===== config.mk =====
export PLATFORM = sky130hd
export DESIGN_NAME = instr_exec_flat
export DESIGN_NICKNAME = d
export VERILOG_FILES = /design/src/rtl/instr_pkg.sv /design/src/rtl/instr_exec_if.sv /design/src/rtl/instr_alu.sv /design/src/rtl/instr_exec.sv /design/src/flat_wrapper.sv
export SDC_FILE = /design/constraint.sdc
export NUM_CORES = 1
export LEC_CHECK = 0
export ABC_AREA = 1
export BUFFER_PORTS_ARGS = -buffer_cell sky130_fd_sc_hd__buf_2
export CORE_MARGIN = 2
export CORE_UTILIZATION = 35
export CTS_BUF_LIST = sky130_fd_sc_hd__clkbuf_4 sky130_fd_sc_hd__clkbuf_8 sky130_fd_sc_hd__clkbuf_16
export DETAILED_ROUTE_END_ITERATION = 8
export GPL_TIMING_DRIVEN = 0
export SLEW_MARGIN = 20
export SYNTH_ARGS = -nofsm -noshare
export SYNTH_HDL_FRONTEND = slang
export SYNTH_SLANG_ARGS = --single-unit

===== constraint.sdc =====
create_clock -name clk -period 5.9 [get_ports clk]
set_input_delay 1.18 -clock clk [delete_from_list [all_inputs] [get_ports clk]]
set_output_delay 1.18 -clock clk [all_outputs]
set_load 0.01 [all_outputs]

===== src/rtl/instr_pkg.sv =====
// Shared types and default widths for the instruction-execute block.
package instr_pkg;

  localparam int DATA_W_DEF = 8;
  localparam int PC_W_DEF   = 8;

  typedef enum logic [2:0] {
    OP_ADDI = 3'd0,
    OP_SUBI = 3'd1,
    OP_ANDI = 3'd2,
    OP_XORI = 3'd3,
    OP_JMP  = 3'd4,
    OP_JMPC = 3'd5,
    OP_CALL = 3'd6,
    OP_ILL  = 3'd7
  } op_t;

  typedef enum logic [1:0] {
    REG0 = 2'd0,
    REG1 = 2'd1,
    REG2 = 2'd2,
    REG3 = 2'd3
  } reg_t;

  typedef enum logic [1:0] {
    S_IDLE = 2'd0,
    S_EXEC = 2'd1,
    S_RESP = 2'd2
  } state_t;

endpackage


===== src/rtl/instr_exec_if.sv =====
// Instruction-in / result-out handshake bundle plus architectural status (pc, carry).
interface instr_exec_if
  import instr_pkg::*;
#(
  parameter int DATA_W = DATA_W_DEF,
  parameter int PC_W   = PC_W_DEF
) ();

  logic              in_valid;
  logic              in_ready;
  op_t               in_op;
  reg_t              in_reg;
  logic [DATA_W-1:0] in_imm;

  logic              out_valid;
  logic              out_ready;
  reg_t              out_reg;
  logic [DATA_W-1:0] out_data;
  logic              err;

  logic [PC_W-1:0]   pc;
  logic              carry;

  // Producer/consumer side (drives instructions, accepts results).
  modport master (
    output in_valid, in_op, in_reg, in_imm, out_ready,
    input  in_ready, out_valid, out_reg, out_data, err, pc, carry
  );

  // Execute unit side.
  modport slave (
    input  in_valid, in_op, in_reg, in_imm, out_ready,
    output in_ready, out_valid, out_reg, out_data, err, pc, carry
  );

endinterface


===== src/rtl/instr_alu.sv =====
// Combinational execute stage: result value, next carry and next pc for one instruction.
module instr_alu
  import instr_pkg::*;
#(
  parameter int DATA_W = DATA_W_DEF,
  parameter int PC_W   = PC_W_DEF
) (
  input  op_t               op_i,
  input  logic [DATA_W-1:0] operand_i,
  input  logic [DATA_W-1:0] imm_i,
  input  logic              carry_i,
  input  logic [PC_W-1:0]   pc_i,
  output logic [DATA_W-1:0] result_o,
  output logic              carry_o,
  output logic [PC_W-1:0]   pc_o,
  output logic              reg_we_o,
  output logic              err_o
);

  logic [DATA_W:0]   sum;
  logic [DATA_W:0]   diff;
  logic [PC_W-1:0]   pc_inc;
  logic [PC_W-1:0]   pc_tgt;

  // Decode the op; result_o is what the block reports on out_data.
  always_comb begin
    sum    = {1'b0, operand_i} + {1'b0, imm_i};
    diff   = {1'b0, operand_i} - {1'b0, imm_i};
    pc_inc = pc_i + PC_W'(1);
    pc_tgt = PC_W'(imm_i);
    // NOTE: every output gets a default before the case so no path leaves one unassigned (no latch).
    result_o = '0;
    carry_o  = carry_i;
    pc_o     = pc_inc;
    reg_we_o = 1'b0;
    err_o    = 1'b0;
    case (op_i)
      OP_ADDI: begin
        result_o = sum[DATA_W-1:0];
        carry_o  = sum[DATA_W];
        reg_we_o = 1'b1;
      end
      OP_SUBI: begin
        result_o = diff[DATA_W-1:0];
        carry_o  = diff[DATA_W];      // borrow out == operand < imm
        reg_we_o = 1'b1;
      end
      OP_ANDI: begin
        result_o = operand_i & imm_i;
        reg_we_o = 1'b1;
      end
      OP_XORI: begin
        result_o = operand_i ^ imm_i;
        reg_we_o = 1'b1;
      end
      OP_JMP: begin
        pc_o     = pc_tgt;
        result_o = DATA_W'(pc_tgt);
      end
      OP_JMPC: begin
        pc_o     = carry_i ? pc_tgt : pc_inc;
        result_o = DATA_W'(carry_i ? pc_tgt : pc_inc);
      end
      OP_CALL: begin
        result_o = DATA_W'(pc_inc);   // return address goes to REG3
        pc_o     = pc_tgt;
        reg_we_o = 1'b1;
      end
      default: begin
        pc_o  = pc_i;
        err_o = 1'b1;
      end
    endcase
  end

endmodule


===== src/rtl/instr_exec.sv =====
// Three-state execute unit: accept one instruction, execute it, hold the result until taken.
module instr_exec
  import instr_pkg::*;
#(
  parameter int DATA_W = DATA_W_DEF,
  parameter int PC_W   = PC_W_DEF
) (
  input  logic        clk,
  input  logic        rst_n,
  instr_exec_if.slave bus
);

  state_t            state_q, state_d;
  logic              ready_en_q;
  op_t               op_q;
  reg_t              reg_q;
  logic [DATA_W-1:0] imm_q;
  logic [DATA_W-1:0] regs_q [4];
  logic [PC_W-1:0]   pc_q;
  logic              carry_q;
  reg_t              out_reg_q;
  logic [DATA_W-1:0] out_data_q;
  logic              err_q;

  logic              accept;
  reg_t              wr_reg;
  logic [DATA_W-1:0] alu_result;
  logic              alu_carry;
  logic [PC_W-1:0]   alu_pc;
  logic              alu_we;
  logic              alu_err;

  assign accept = bus.in_valid && bus.in_ready;
  assign wr_reg = (op_q == OP_CALL) ? REG3 : reg_q;

  instr_alu #(.DATA_W(DATA_W), .PC_W(PC_W)) u_alu (
    .op_i      (op_q),
    .operand_i (regs_q[reg_q]),
    .imm_i     (imm_q),
    .carry_i   (carry_q),
    .pc_i      (pc_q),
    .result_o  (alu_result),
    .carry_o   (alu_carry),
    .pc_o      (alu_pc),
    .reg_we_o  (alu_we),
    .err_o     (alu_err)
  );

  // State register; ready_en_q holds in_ready low until the first edge after reset release.
  always_ff @(posedge clk or negedge rst_n) begin
    // NOTE: sequential state uses non-blocking assignments so all flops update from pre-edge values.
    if (!rst_n) begin
      state_q    <= S_IDLE;
      ready_en_q <= 1'b0;
    end else begin
      state_q    <= state_d;
      ready_en_q <= 1'b1;
    end
  end

  // Next-state logic.
  always_comb begin
    state_d = state_q;
    unique case (state_q)
      S_IDLE:  if (accept)        state_d = S_EXEC;
      S_EXEC:                     state_d = S_RESP;
      S_RESP:  if (bus.out_ready) state_d = S_IDLE;
      default:                    state_d = S_IDLE;
    endcase
  end

  // Handshake outputs decoded from the current state.
  always_comb begin
    bus.in_ready  = ready_en_q && (state_q == S_IDLE);
    bus.out_valid = (state_q == S_RESP);
  end

  // Datapath: latch on accept, commit architectural state and result on the EXEC edge.
  always_ff @(posedge clk or negedge rst_n) begin
    if (!rst_n) begin
      op_q       <= OP_ADDI;
      reg_q      <= REG0;
      imm_q      <= '0;
      pc_q       <= '0;
      carry_q    <= 1'b0;
      out_reg_q  <= REG0;
      out_data_q <= '0;
      err_q      <= 1'b0;
      // NOTE: the register file is architectural state that must read zero after reset, so it is reset here.
      for (int i = 0; i < 4; i++) regs_q[i] <= '0;
    end else begin
      if (accept) begin
        op_q  <= bus.in_op;
        reg_q <= bus.in_reg;
        imm_q <= bus.in_imm;
      end
      if (state_q == S_EXEC) begin
        if (alu_we) regs_q[wr_reg] <= alu_result;
        pc_q       <= alu_pc;
        carry_q    <= alu_carry;
        out_reg_q  <= wr_reg;
        out_data_q <= alu_result;
        err_q      <= alu_err;
      end
    end
  end

  assign bus.out_reg  = out_reg_q;
  assign bus.out_data = out_data_q;
  assign bus.err      = err_q;
  assign bus.pc       = pc_q;
  assign bus.carry    = carry_q;

endmodule


===== src/flat_wrapper.sv =====
// flat-port wrapper written by rule: the top's interface ports become plain ports
module instr_exec_flat import instr_pkg::*;
#(
  parameter int DATA_W = DATA_W_DEF,
  parameter int PC_W   = PC_W_DEF
)
  (clk, rst_n, bus_in_valid, bus_in_op, bus_in_reg, bus_in_imm, bus_out_ready, bus_in_ready, bus_out_valid, bus_out_reg, bus_out_data, bus_err, bus_pc, bus_carry);
  instr_exec_if #(.DATA_W(DATA_W), .PC_W(PC_W)) bus_i ();
  input  logic clk;
  input  logic rst_n;
  input wire logic [$bits(bus_i.in_valid)-1:0] bus_in_valid;
  input wire logic [$bits(bus_i.in_op)-1:0] bus_in_op;
  input wire logic [$bits(bus_i.in_reg)-1:0] bus_in_reg;
  input wire logic [$bits(bus_i.in_imm)-1:0] bus_in_imm;
  input wire logic [$bits(bus_i.out_ready)-1:0] bus_out_ready;
  output wire logic [$bits(bus_i.in_ready)-1:0] bus_in_ready;
  output wire logic [$bits(bus_i.out_valid)-1:0] bus_out_valid;
  output wire logic [$bits(bus_i.out_reg)-1:0] bus_out_reg;
  output wire logic [$bits(bus_i.out_data)-1:0] bus_out_data;
  output wire logic [$bits(bus_i.err)-1:0] bus_err;
  output wire logic [$bits(bus_i.pc)-1:0] bus_pc;
  output wire logic [$bits(bus_i.carry)-1:0] bus_carry;
  assign bus_i.in_valid = bus_in_valid;
  assign bus_i.in_op = bus_in_op;
  assign bus_i.in_reg = bus_in_reg;
  assign bus_i.in_imm = bus_in_imm;
  assign bus_i.out_ready = bus_out_ready;
  assign bus_in_ready = bus_i.in_ready;
  assign bus_out_valid = bus_i.out_valid;
  assign bus_out_reg = bus_i.out_reg;
  assign bus_out_data = bus_i.out_data;
  assign bus_err = bus_i.err;
  assign bus_pc = bus_i.pc;
  assign bus_carry = bus_i.carry;
  instr_exec #(.DATA_W(DATA_W), .PC_W(PC_W)) u_core (.clk(clk), .rst_n(rst_n), .bus(bus_i));
endmodule

==> impl_metrics.py, run 1 <==
metrics = {
    "synth": {
        "ys_types": 38,
        "synthFlopType": "dfrtp_1",
        "yosysTopAreaCell": "dfrtp_1",
        "syn_inst": 615,
        "synth_nets": 653,
        "async_flop_share_pct": 100.0,
        "synth_edf_count": 0,
        "ys_top_cells_by_area": "dfrtp_1, nand2_1, ha_1, o21ai_0, inv_1",
        "synth_commonest_cells": "nand2_1, dfrtp_1, inv_1, nor2_1, o21ai_0",
        "ys_seq_area_share_pct": 39.34,
        "syn_avg_cell_area_um2": 7.033,
        "synth_top_area_share_pct": 39.34,
        "synth_area_um2": 4325,
        "yosysWarnings": 0,
        "synth_most_common_cell": "nand2_1",
        "synth_seq_cells": 68,
    },
    "placement": {
        "dp_hpwl_um": 9185,
        "io_buffers": 38,
        "placed_cells": 822,
        "gp_congestion": 0.9759,
    },
    "hold_path": {
        "hold_start": "u_core.regs_q[13]",
        "holdPathStages": 2,
        "hold_end": "u_core.regs_q[13]",
        "hold_path.class": "flip-flop to flip-flop",
    },
    "layout": {
        "drive_gt1_share_pct": 12.54,
        "post-route-util_pct": 41.92,
        "largest_reg_flops": 32,
        "antenna_cells": 0,
        "final_cells": 838,
        "area_growth_pct": 16.89,
        "layout.nets": 703,
        "top_register": "u_core.regs_q",
    },
    "clock_tree": {
        "clk_pin_slew_worst_paths_ns": 0.06,
        "cts.repair.resized": 0,
        "cts_setup_buffers": 0,
        "ctsRootBufferMaster": "clkbuf_16",
        "clock_path_buffers": 2,
        "cts_hold_buf": 0,
        "clk_latency_ns": 0.35,
        "clkSinkCount": 68,
        "cts-htree-levels": 3,
        "cts_tree": "yes",
        "cts_buffers": 9,
    },
    "sta": {
        "setup_violations": 0,
        "drv_slew": 0,
        "worstMarginPinSlew_ns": 0.5929,
        "finalHoldViolations": 0,
        "maxSlewHeadroom_pct": 60.44,
        "rsz0062_at_grt": "false",
        "fin_setup_tns_ns": 0,
        "finalClockSkew_ns": 0.006966,
        "timing.hold.ws_ns": 0.4772,
        "fmax_ghz": 0.3118,
        "period_minus_slack_ns": 3.208,
        "fin_crit_sh_pct": 54.37,
    },
    "power_and_ir_drop": {
        "netSwitchingFraction_pct": 47.12,
        "vdd_ir_drop_max_uv": 264.6,
        "p_int_mw": 1.407,
        "combPwrFrac_pct": 50.2,
        "power_switching_mw": 1.254,
        "p_leak_nw": 2.633,
        "cellPowerDensity_nw_per_um2": 526.4,
        "p_seq_share_pct": 28.9,
        "clock_power_share_pct": 20.9,
    },
    "drt": {
        "vias": 4200,
        "m1WireLength_um": 5551,
        "route.met2.wl_um": 5592,
        "highest_layer": "met4",
        "drt_iter0_markers": 244,
        "drt_wl_total_um": 12060,
        "vias_per_cell": 5.012,
        "ant_nets": 0,
        "wl_per_cell_um": 14.39,
        "routed-wl-met3_um": 666,
        "drc": 0,
        "drt_pass1_iterations": 6,
    },
    "die": {
        "rows": 40,
        "die_x_um": 115.2,
        "fp.dieH_um": 115.2,
        "core-area_um2": 12060,
        "start_util_pct": 35.86,
        "pin_count": 39,
        "die_area_um2": 13260,
    },
    "global_routing": {
        "antenna_found_initial": 0,
        "grt_pass1_wl_um": 20820,
        "grt_pass1_vias": 4202,
        "grt_overflow": 0,
        "track_usage_pct": 19.95,
        "grt_start_max_net_pins": 55,
    },
    "worst_setup_path": {
        "crit_type": "flip-flop to flip-flop",
        "start_kind": "flip-flop",
        "crit_path_max_fanout": 10,
        "reg2reg_depth": 16,
        "cp.arrival_ns": 3.44,
        "reg2reg_to": "u_core.regs_q[6]",
        "rrSetupSlack_ns": 2.69,
        "timing.rr.start": "u_core.reg_q[0]",
        "cp.required_ns": 6.14,
        "cp-end-kind": "flip-flop",
    },
    "run": {
        "drv_cap": 0,
    },
    "status": {
        "outcome": "finished, final reports clean",
    },
}
==> worst max-delay path, stage by stage, from the launching register on <==
cell      delay [ns]
dfrtp_1         0.33
buf_2           0.20
clkinv_1        0.31
clkbuf_1        0.32
o21ai_0         0.21
o22ai_1         0.15
ha_1            0.30
clkbuf_1        0.32
inv_1           0.16
nand2_1         0.10
o21ai_0         0.08
nor2_1          0.10
nand2_1         0.06
nor2_1          0.16
nand3_2         0.16
nand2_1         0.11
nand2_1         0.05
==> kinds of logic (layout without fill, tap and decap cells) <==
group	count (synthesis)	after routing	synth area share, %
buf+inv	86	141	7.810
xor+xnor	1	1	0.2025
simple gates	341	341	33.47
other cells	1	1	0.08670
flops	68	68	39.34
compound gates	97	97	12.67
fa+ha+maj	21	21	6.422
==> placed cells by master (no fill, tap or decap), types with 2 or more instances in the layout <==
cell	n
clkbuf_16	9
nand3_1	33
clkinv_1	3
inv_1	58
nand2_4	2
a22oi_1	2
nor3_4	2
o21ai_0	46
a21oi_1	27
inv_6	2
nand4_1	9
buf_2	42
dfrtp_1	68
a32oi_1	6
nor3_1	3
a31oi_1	3
inv_2	8
buf_4	2
o2111ai_1	2
nor2_1	52
ha_1	19
clkbuf_1	10
o22ai_1	7
fa_1	2
clkinvlp_4	3
nand3_2	5
nand2_1	228
==> layer usage <==
| layer | GRT usage (%) | up-vias |
|---|---|---|
| met4 | 7.631 | 0 |
| met1 | 26.49 | 1956 |
| met3 | 3.321 | 24 |
| met5 | 0 | - |
| li1 | - | 2085 |
| met2 | 32.71 | 135 |
==> how the worst max path moves through the flow <==
stage | start | to | cells after the start | slack, ns
floorplan | u_core.reg_q[0] | u_core.bus.out_data[6] | 16 | 3.36
global placement | u_core.reg_q[0] | u_core.bus.out_data[6] | 16 | 2.69
detailed placement | u_core.reg_q[0] | u_core.bus.out_data[6] | 16 | 2.70
CTS | u_core.reg_q[0] | u_core.regs_q[6] | 16 | 2.67
global route | u_core.reg_q[0] | u_core.regs_q[6] | 16 | 2.33
finish | u_core.reg_q[0] | u_core.regs_q[6] | 16 | 2.69
==> power by group through the flow <==
stage / sequential, mW / clock [mW] / combinational, mW
floorplan: 0.771 / 0 / 0.925
global placement: 0.767 / 0 / 1.29
detailed placement: 0.772 / 0 / 1.32
CTS: 0.767 / 0.564 / 1.33
global route: 0.791 / 0.581 / 1.54
finish: 0.769 / 0.555 / 1.34
==> layout make-up <==
| class | count | area (um2) |
|---|---|---|
| inverter | 70 | 267.8 |
| buffer | 16 | 70.07 |
| clock inverter | 7 | 75.07 |
| clock buffer | 9 | 225.2 |
| tap | 168 | 210.2 |
| multi-input combinational | 461 | 2286 |
| timing repair buffer | 39 | 220.2 |
| sequential | 68 | 1702 |
| fill | 1250 | 7005 |
==> per-stage QoR <==
stage | power, mW | area [um2] | setup WS, ns
6_report | 2.662 | 5056 | 2.692
5_1_grt | 2.915 | 5056 | 2.331
4_1_cts | 2.659 | 5056 | 2.673
3_5_place_dp | 2.088 | 4756 | 2.703
3_3_place_gp | 2.053 | 4726 | 2.690
2_1_floorplan | 1.697 | 4325 | 3.364
No activity file was read; power rests on OpenSTA's default activity.
==> run 2, diff against run 1 <==
- clock period: 5.9 -> 2.6 ns (I/O delays scaled with it)
==> run 2 against run 1 <==
Net effect: die area unchanged; register-to-register slack worse by 2.6 ns; first-iteration DRC count down 23%; highest routed layer unchanged; critical path type unchanged; largest power group unchanged; combinational power rose to 2.7 times the previous value; critical path depth down 1.
==> impl_metrics.py, run 2 (same netlist as run 1, synthesis figures left out) <==
metrics = {
    "sta": {
        "maxSlewHeadroom_pct": 59.95,
        "drv_slew": 0,
        "rsz0062_at_grt": "true",
        "fin_crit_sh_pct": 97.69,
        "fmax_ghz": 0.3937,
        "finalClockSkew_ns": 0.007311,
        "period_minus_slack_ns": 2.540,
        "setup_violations": 0,
        "finalHoldViolations": 0,
        "worstMarginPinSlew_ns": 0.5986,
    },
    "worst_setup_path": {
        "slowest_stage": "fa_2",
        "critPathBufInv": 5,
        "crit_path_max_fanout": 6,
        "cp.required_ns": 2.83,
        "crit_family": "simple AND/OR/NAND/NOR gates",
        "cp-end-kind": "flip-flop",
        "cp.arrival_ns": 2.77,
        "worst_path_largest_cell_delay_ns": 0.39,
        "start_kind": "flip-flop",
        "crit_top_cell": "nand2_1",
        "cp_cell_sequence": "buf_6 -> buf_6 -> buf_4 -> nand2_1 -> a32oi_2 -> inv_1 -> fa_2 -> inv_2 -> nand4_1 -> nand3_1 -> nand2_1 -> nand3_1 -> nand3_4 -> nand2_2 -> nand2_1",
        "crit_type": "flip-flop to flip-flop",
    },
    "die": {
        "fp.dieH_um": 115.2,
        "core-area_um2": 12060,
        "die_area_um2": 13260,
        "rows": 40,
        "pin_count": 39,
        "die_x_um": 115.2,
        "start_util_pct": 35.86,
    },
    "drt": {
        "wl_per_cell_um": 14.66,
        "drt_pass1_iterations": 5,
        "drt_wl_total_um": 12390,
        "drt_iter0_markers": 187,
        "vias_per_cell": 5.031,
        "vias": 4251,
        "drc": 0,
        "ant_nets": 0,
    },
    "clock_tree": {
        "clk_pin_slew_worst_paths_ns": 0.06,
        "cts-htree-levels": 3,
        "clkSinkCount": 68,
        "cts_buffers": 9,
        "cts_tree": "yes",
        "clock_path_buffers": 2,
        "clk_latency_ns": 0.35,
        "ctsRootBufferMaster": "clkbuf_16",
    },
    "layout": {
        "drive_gt1_share_pct": 20.97,
        "antenna_cells": 0,
        "fillerInstances": 1215,
        "post-route-util_pct": 44.54,
        "final_cells": 845,
        "layout_commonest_cell": "nand2_1",
        "area_growth_pct": 24.21,
        "largest_reg_flops": 32,
        "top_register": "u_core.regs_q",
        "layout_common_cells": "nand2_1, dfrtp_1, inv_1",
        "layout.nets": 710,
    },
    "status": {
        "outcome": "finished, final reports clean",
    },
    "global_routing": {
        "grt_start_max_net_pins": 55,
        "antenna_found_initial": 0,
        "track_usage_pct": 20.04,
        "grt_overflow": 0,
        "grt_pass1_vias": 4229,
        "grt_pass1_wl_um": 20900,
    },
    "power_and_ir_drop": {
        "power_switching_mw": 3.086,
        "p_int_mw": 3.510,
        "cellPowerDensity_nw_per_um2": 1228,
        "netSwitchingFraction_pct": 46.79,
        "p_leak_nw": 2.721,
        "vdd_ir_drop_max_uv": 620.8,
        "p_seq_share_pct": 26.4,
        "combPwrFrac_pct": 54.3,
        "power_mw": 6.596,
        "clock_power_share_pct": 19.2,
    },
    "placement": {
        "placed_cells": 822,
        "io_buffers": 38,
        "gp_congestion": 0.9759,
        "dp_hpwl_um": 9185,
    },
    "run": {
        "drv_cap": 0,
    },
    "hold_path": {
        "hold_path.class": "primary input to async pin",
    },
}
## run 2: cell count changes in the layout (fill, tap and decap cells not counted), sizes merged
| cell | change |
|---|---|
| buf | +10 |
| clkbuf | -3 |
## run 2: timing repair
item	4_1_cts	5_1_grt
pin swaps	5	13
hold buffers	0	0
setup buffers	4	5
endpoints found under the setup margin	36	35
resized for setup	21	59
hold endpoints to repair	0	0
## run 2: layout make-up
type / instances / area (um2) / share of cell area [%]
clock inverter: 7 / 75.07 / 1.397
buffer: 14 / 86.33 / 1.607
clock buffer: 9 / 225.2 / 4.192
tap: 168 / 210.2 / 3.912
sequential: 68 / 1703 / 31.70
timing repair buffer: 48 / 295.3 / 5.496
multi-input combinational: 461 / 2502 / 46.58
inverter: 70 / 275.3 / 5.123
## run 2: routing by layer
layer | wire length (um) | global-route usage, % | vias to the layer above | share of wire (%)
li1 | - | - | 2105 | -
met1 | 5594 | 26.62 | 2005 | 45
met2 | 5931 | 32.75 | 115 | 48
met3 | 617 | 3.374 | 26 | 5.0
met4 | 246 | 7.791 | 0 | 2.0
met5 | 0 | 0 | - | 0
## run 2: worst reg2reg max path, cell delays in order, from the launching register on
cell and delay [ns]:
dfrtp_1 0.34, buf_6 0.14, buf_6 0.12, buf_4 0.10
nand2_1 0.06, a32oi_2 0.29, inv_1 0.15, fa_2 0.39
inv_2 0.09, nand4_1 0.14, nand3_1 0.13, nand2_1 0.05
nand3_1 0.13, nand3_4 0.15, nand2_2 0.10, nand2_1 0.05
## run 2: power by group through the flow
stage | logic (mW) | clock network (mW) | registers (mW)
2_1_floorplan | 2.10 | 0 | 1.75
3_3_place_gp | 2.92 | 0 | 1.74
3_5_place_dp | 2.99 | 0 | 1.75
4_1_cts | 3.16 | 1.28 | 1.73
5_1_grt | 4.06 | 1.32 | 1.80
6_report | 3.58 | 1.27 | 1.74
## run 2: final timing paths
path | start | end | slack, ns | depth (start not counted)
min in group clk | bus_in_imm[0] | u_core.imm_q[0] | 0.38 | 3
setup / recovery | u_core.reg_q[0] | u_core.regs_q[6] | 0.06 | 15
hold / removal | rst_n | u_core.bus.carry | 0.04 | 1
setup reg to reg | u_core.reg_q[0] | u_core.regs_q[6] | 0.06 | 15
max in group asynchronous | rst_n | u_core.reg_q[1] | 2.02 | 2
hold reg to reg | u_core.bus.out_data[2] | u_core.bus.out_data[2] | 0.48 | 2
## run 2: stage by stage
step,hold slack [ns],TNS [ns],instance area [um2],setup slack [ns]
2_1_floorplan,0.2244,0,4325,0.06383
3_3_place_gp,0.4570,-14.02,4726,-0.6097
3_5_place_dp,0.4050,-15.07,4756,-0.5973
4_1_cts,0.03935,0,5150,0.001480
5_1_grt,0.05713,-0.4222,5373,-0.05974
6_report,0.03651,0,5373,0.06018
==> run 3, diff against run 2 <==
- SETUP_SLACK_MARGIN: not set -> 0.15
==> run 3 against run 2 <==
Net effect: global-route usage is 0.61 points lower; highest routed layer unchanged; largest power group unchanged; power up 0.67%; clock skew increased by 0.0040 ns; critical endpoint is now u_core.regs_q[4].
==> impl_metrics.py, run 3 (same netlist as run 1, synthesis figures left out) <==
metrics = {
    "layout": {
        "layout_common_cells": "nand2_1, dfrtp_1, inv_1",
        "largest_reg_flops": 32,
        "drive_gt1_share_pct": 23.56,
        "fillerInstances": 1192,
        "top_register": "u_core.regs_q",
        "antenna_cells": 0,
        "layout_commonest_cell": "nand2_1",
        "area_growth_pct": 25.86,
        "layout.nets": 712,
        "post-route-util_pct": 45.13,
    },
    "worst_setup_path": {
        "endpoint": "u_core.regs_q[4]",
        "cp-end-kind": "flip-flop",
        "critPathBufInv": 5,
        "rrSetupSlack_ns": 0.13,
        "crit_path_max_fanout": 5,
        "cp.required_ns": 2.83,
        "worst_path_largest_cell_delay_ns": 0.40,
        "reg2reg_to": "u_core.regs_q[4]",
        "worstSetupStartpoint": "u_core.reg_q[0]",
        "timing.rr.start": "u_core.reg_q[0]",
        "reg2reg_depth": 16,
        "slowest_stage": "dfrtp_1",
        "crit_top_cell": "inv_2",
        "crit_type": "flip-flop to flip-flop",
        "crit_family": "buffers and inverters",
        "worstSetupPathDepth": 16,
        "cp.arrival_ns": 2.69,
        "start_kind": "flip-flop",
        "cp_cell_sequence": "buf_6 -> nor2_4 -> inv_2 -> a32oi_4 -> inv_2 -> ha_4 -> fa_2 -> inv_2 -> nand3_2 -> nand2_4 -> a21oi_2 -> o21ai_1 -> nand4_1 -> buf_6 -> nand2_1 -> nand2_1",
    },
    "drt": {
        "vias_per_cell": 5.012,
        "vias": 4245,
        "drt_wl_total_um": 12320,
        "ant_nets": 0,
        "drt_iter0_markers": 241,
        "drc": 0,
        "routed-wl-met3_um": 535,
        "highest_layer": "met4",
        "m1WireLength_um": 5649,
        "drt_pass1_iterations": 5,
        "route.met2.wl_um": 5898,
        "wl_per_cell_um": 14.55,
    },
    "sta": {
        "finalClockSkew_ns": 0.01127,
        "period_minus_slack_ns": 2.466,
        "setup_ws_ns": 0.1339,
        "finalHoldViolations": 0,
        "drv_slew": 0,
        "setup_violations": 0,
        "maxSlewHeadroom_pct": 56.50,
        "worstMarginPinSlew_ns": 0.6501,
        "fin_crit_sh_pct": 94.85,
        "rsz0062_at_grt": "true",
        "fmax_ghz": 0.4055,
    },
    "clock_tree": {
        "cts_hold_buf": 0,
        "cts_buffers": 9,
        "clk_pin_slew_worst_paths_ns": 0.07,
        "cts_tree": "yes",
        "clk_latency_ns": 0.34,
        "clkSinkCount": 68,
        "ctsRootBufferMaster": "clkbuf_16",
        "clock_path_buffers": 2,
        "cts-htree-levels": 3,
    },
    "power_and_ir_drop": {
        "p_leak_nw": 2.745,
        "vdd_ir_drop_max_uv": 571.9,
        "cellPowerDensity_nw_per_um2": 1220,
    },
    "placement": {
        "dp_hpwl_um": 9117,
        "pre_cts_slack_ns": -0.5014,
        "gp_congestion": 0.9571,
        "io_buffers": 38,
    },
    "die": {
        "pin_count": 39,
        "fp.dieH_um": 115.2,
        "start_util_pct": 35.86,
        "rows": 40,
        "die_x_um": 115.2,
        "core-area_um2": 12060,
        "die_area_um2": 13260,
    },
    "global_routing": {
        "grt_pass1_vias": 4154,
        "grt_pass1_wl_um": 20290,
        "track_usage_pct": 19.43,
        "grt_overflow": 0,
        "antenna_found_initial": 0,
        "grt_start_max_net_pins": 56,
    },
    "status": {
        "outcome": "finished, final reports clean",
    },
    "hold_path": {
        "hold_path.class": "primary input to async pin",
    },
    "run": {
        "drv_cap": 0,
    },
}
[run 3: cell types whose count changed in the layout (fill, tap and decap cells not counted), sizes merged]
| cell | delta |
|---|---|
| clkinvlp | -1 |
| clkinv | +1 |
| bufinv | -1 |
| clkbuf | +1 |
| buf | +2 |
[run 3: area by class of cell]
type	count	area [um2]	area share, %
inverter	70	282.8	5.194
buffer	16	128.9	2.367
sequential	68	1703	31.28
tap	168	210.2	3.861
clock inverter	6	50.05	0.9193
multi-input combinational	461	2547	46.79
clock buffer	10	232.7	4.275
timing repair buffer	48	289.0	5.309
[run 3: repair_timing]
| action | 4_1_cts | 5_1_grt |
|---|---|---|
| hold endpoints to repair | 0 | 0 |
| pin swaps | 7 | 26 |
| buffers inserted | 4 | 4 |
| gates cloned | 0 | 1 |
| resized for setup | 43 | 63 |
| endpoints found under the setup margin | 36 | 35 |
[run 3: through the flow]
step                cell area, um2  cells  total power [mW]  hold slack [ns]  setup TNS, ns
floorplan                     4327    615             3.851           0.2244              0
global placement              4727    821             4.651           0.4576         -11.06
detailed placement            4757    822             4.732           0.4020         -12.02
CTS                           5201    842             6.151          0.03569              0
global route                  5444    847             7.178          0.04746       -0.09584
finish                        5444    847             6.641          0.03236              0
[run 3: worst min-delay path by stage]
stage | start | to | slack (ns) | depth (start not counted)
after detailed placement | rst_n | u_core.bus.pc[0] | 0.40 | 1
after global placement | u_core.regs_q[10] | u_core.regs_q[10] | 0.46 | 2
final | rst_n | u_core.bus.pc[3] | 0.03 | 1
after global routing | rst_n | u_core.imm_q[3] | 0.05 | 1
after floorplan | rst_n | u_core.bus.carry | 0.22 | 0
after CTS | rst_n | u_core.bus.pc[3] | 0.04 | 1
[run 3: power by group]
| part | switching [mW] | internal [mW] |
|---|---|---|
| Clock | 0.516 | 0.665 |
| Combinational | 2.33 | 1.37 |
| Sequential | 0.310 | 1.45 |
[run 3: layer usage]
metal | GRT usage [%] | vias up
met5 | 0 | -
met4 | 6.185 | 0
met3 | 3.426 | 22
met2 | 31.84 | 111
met1 | 26.22 | 2009
li1 | - | 2103
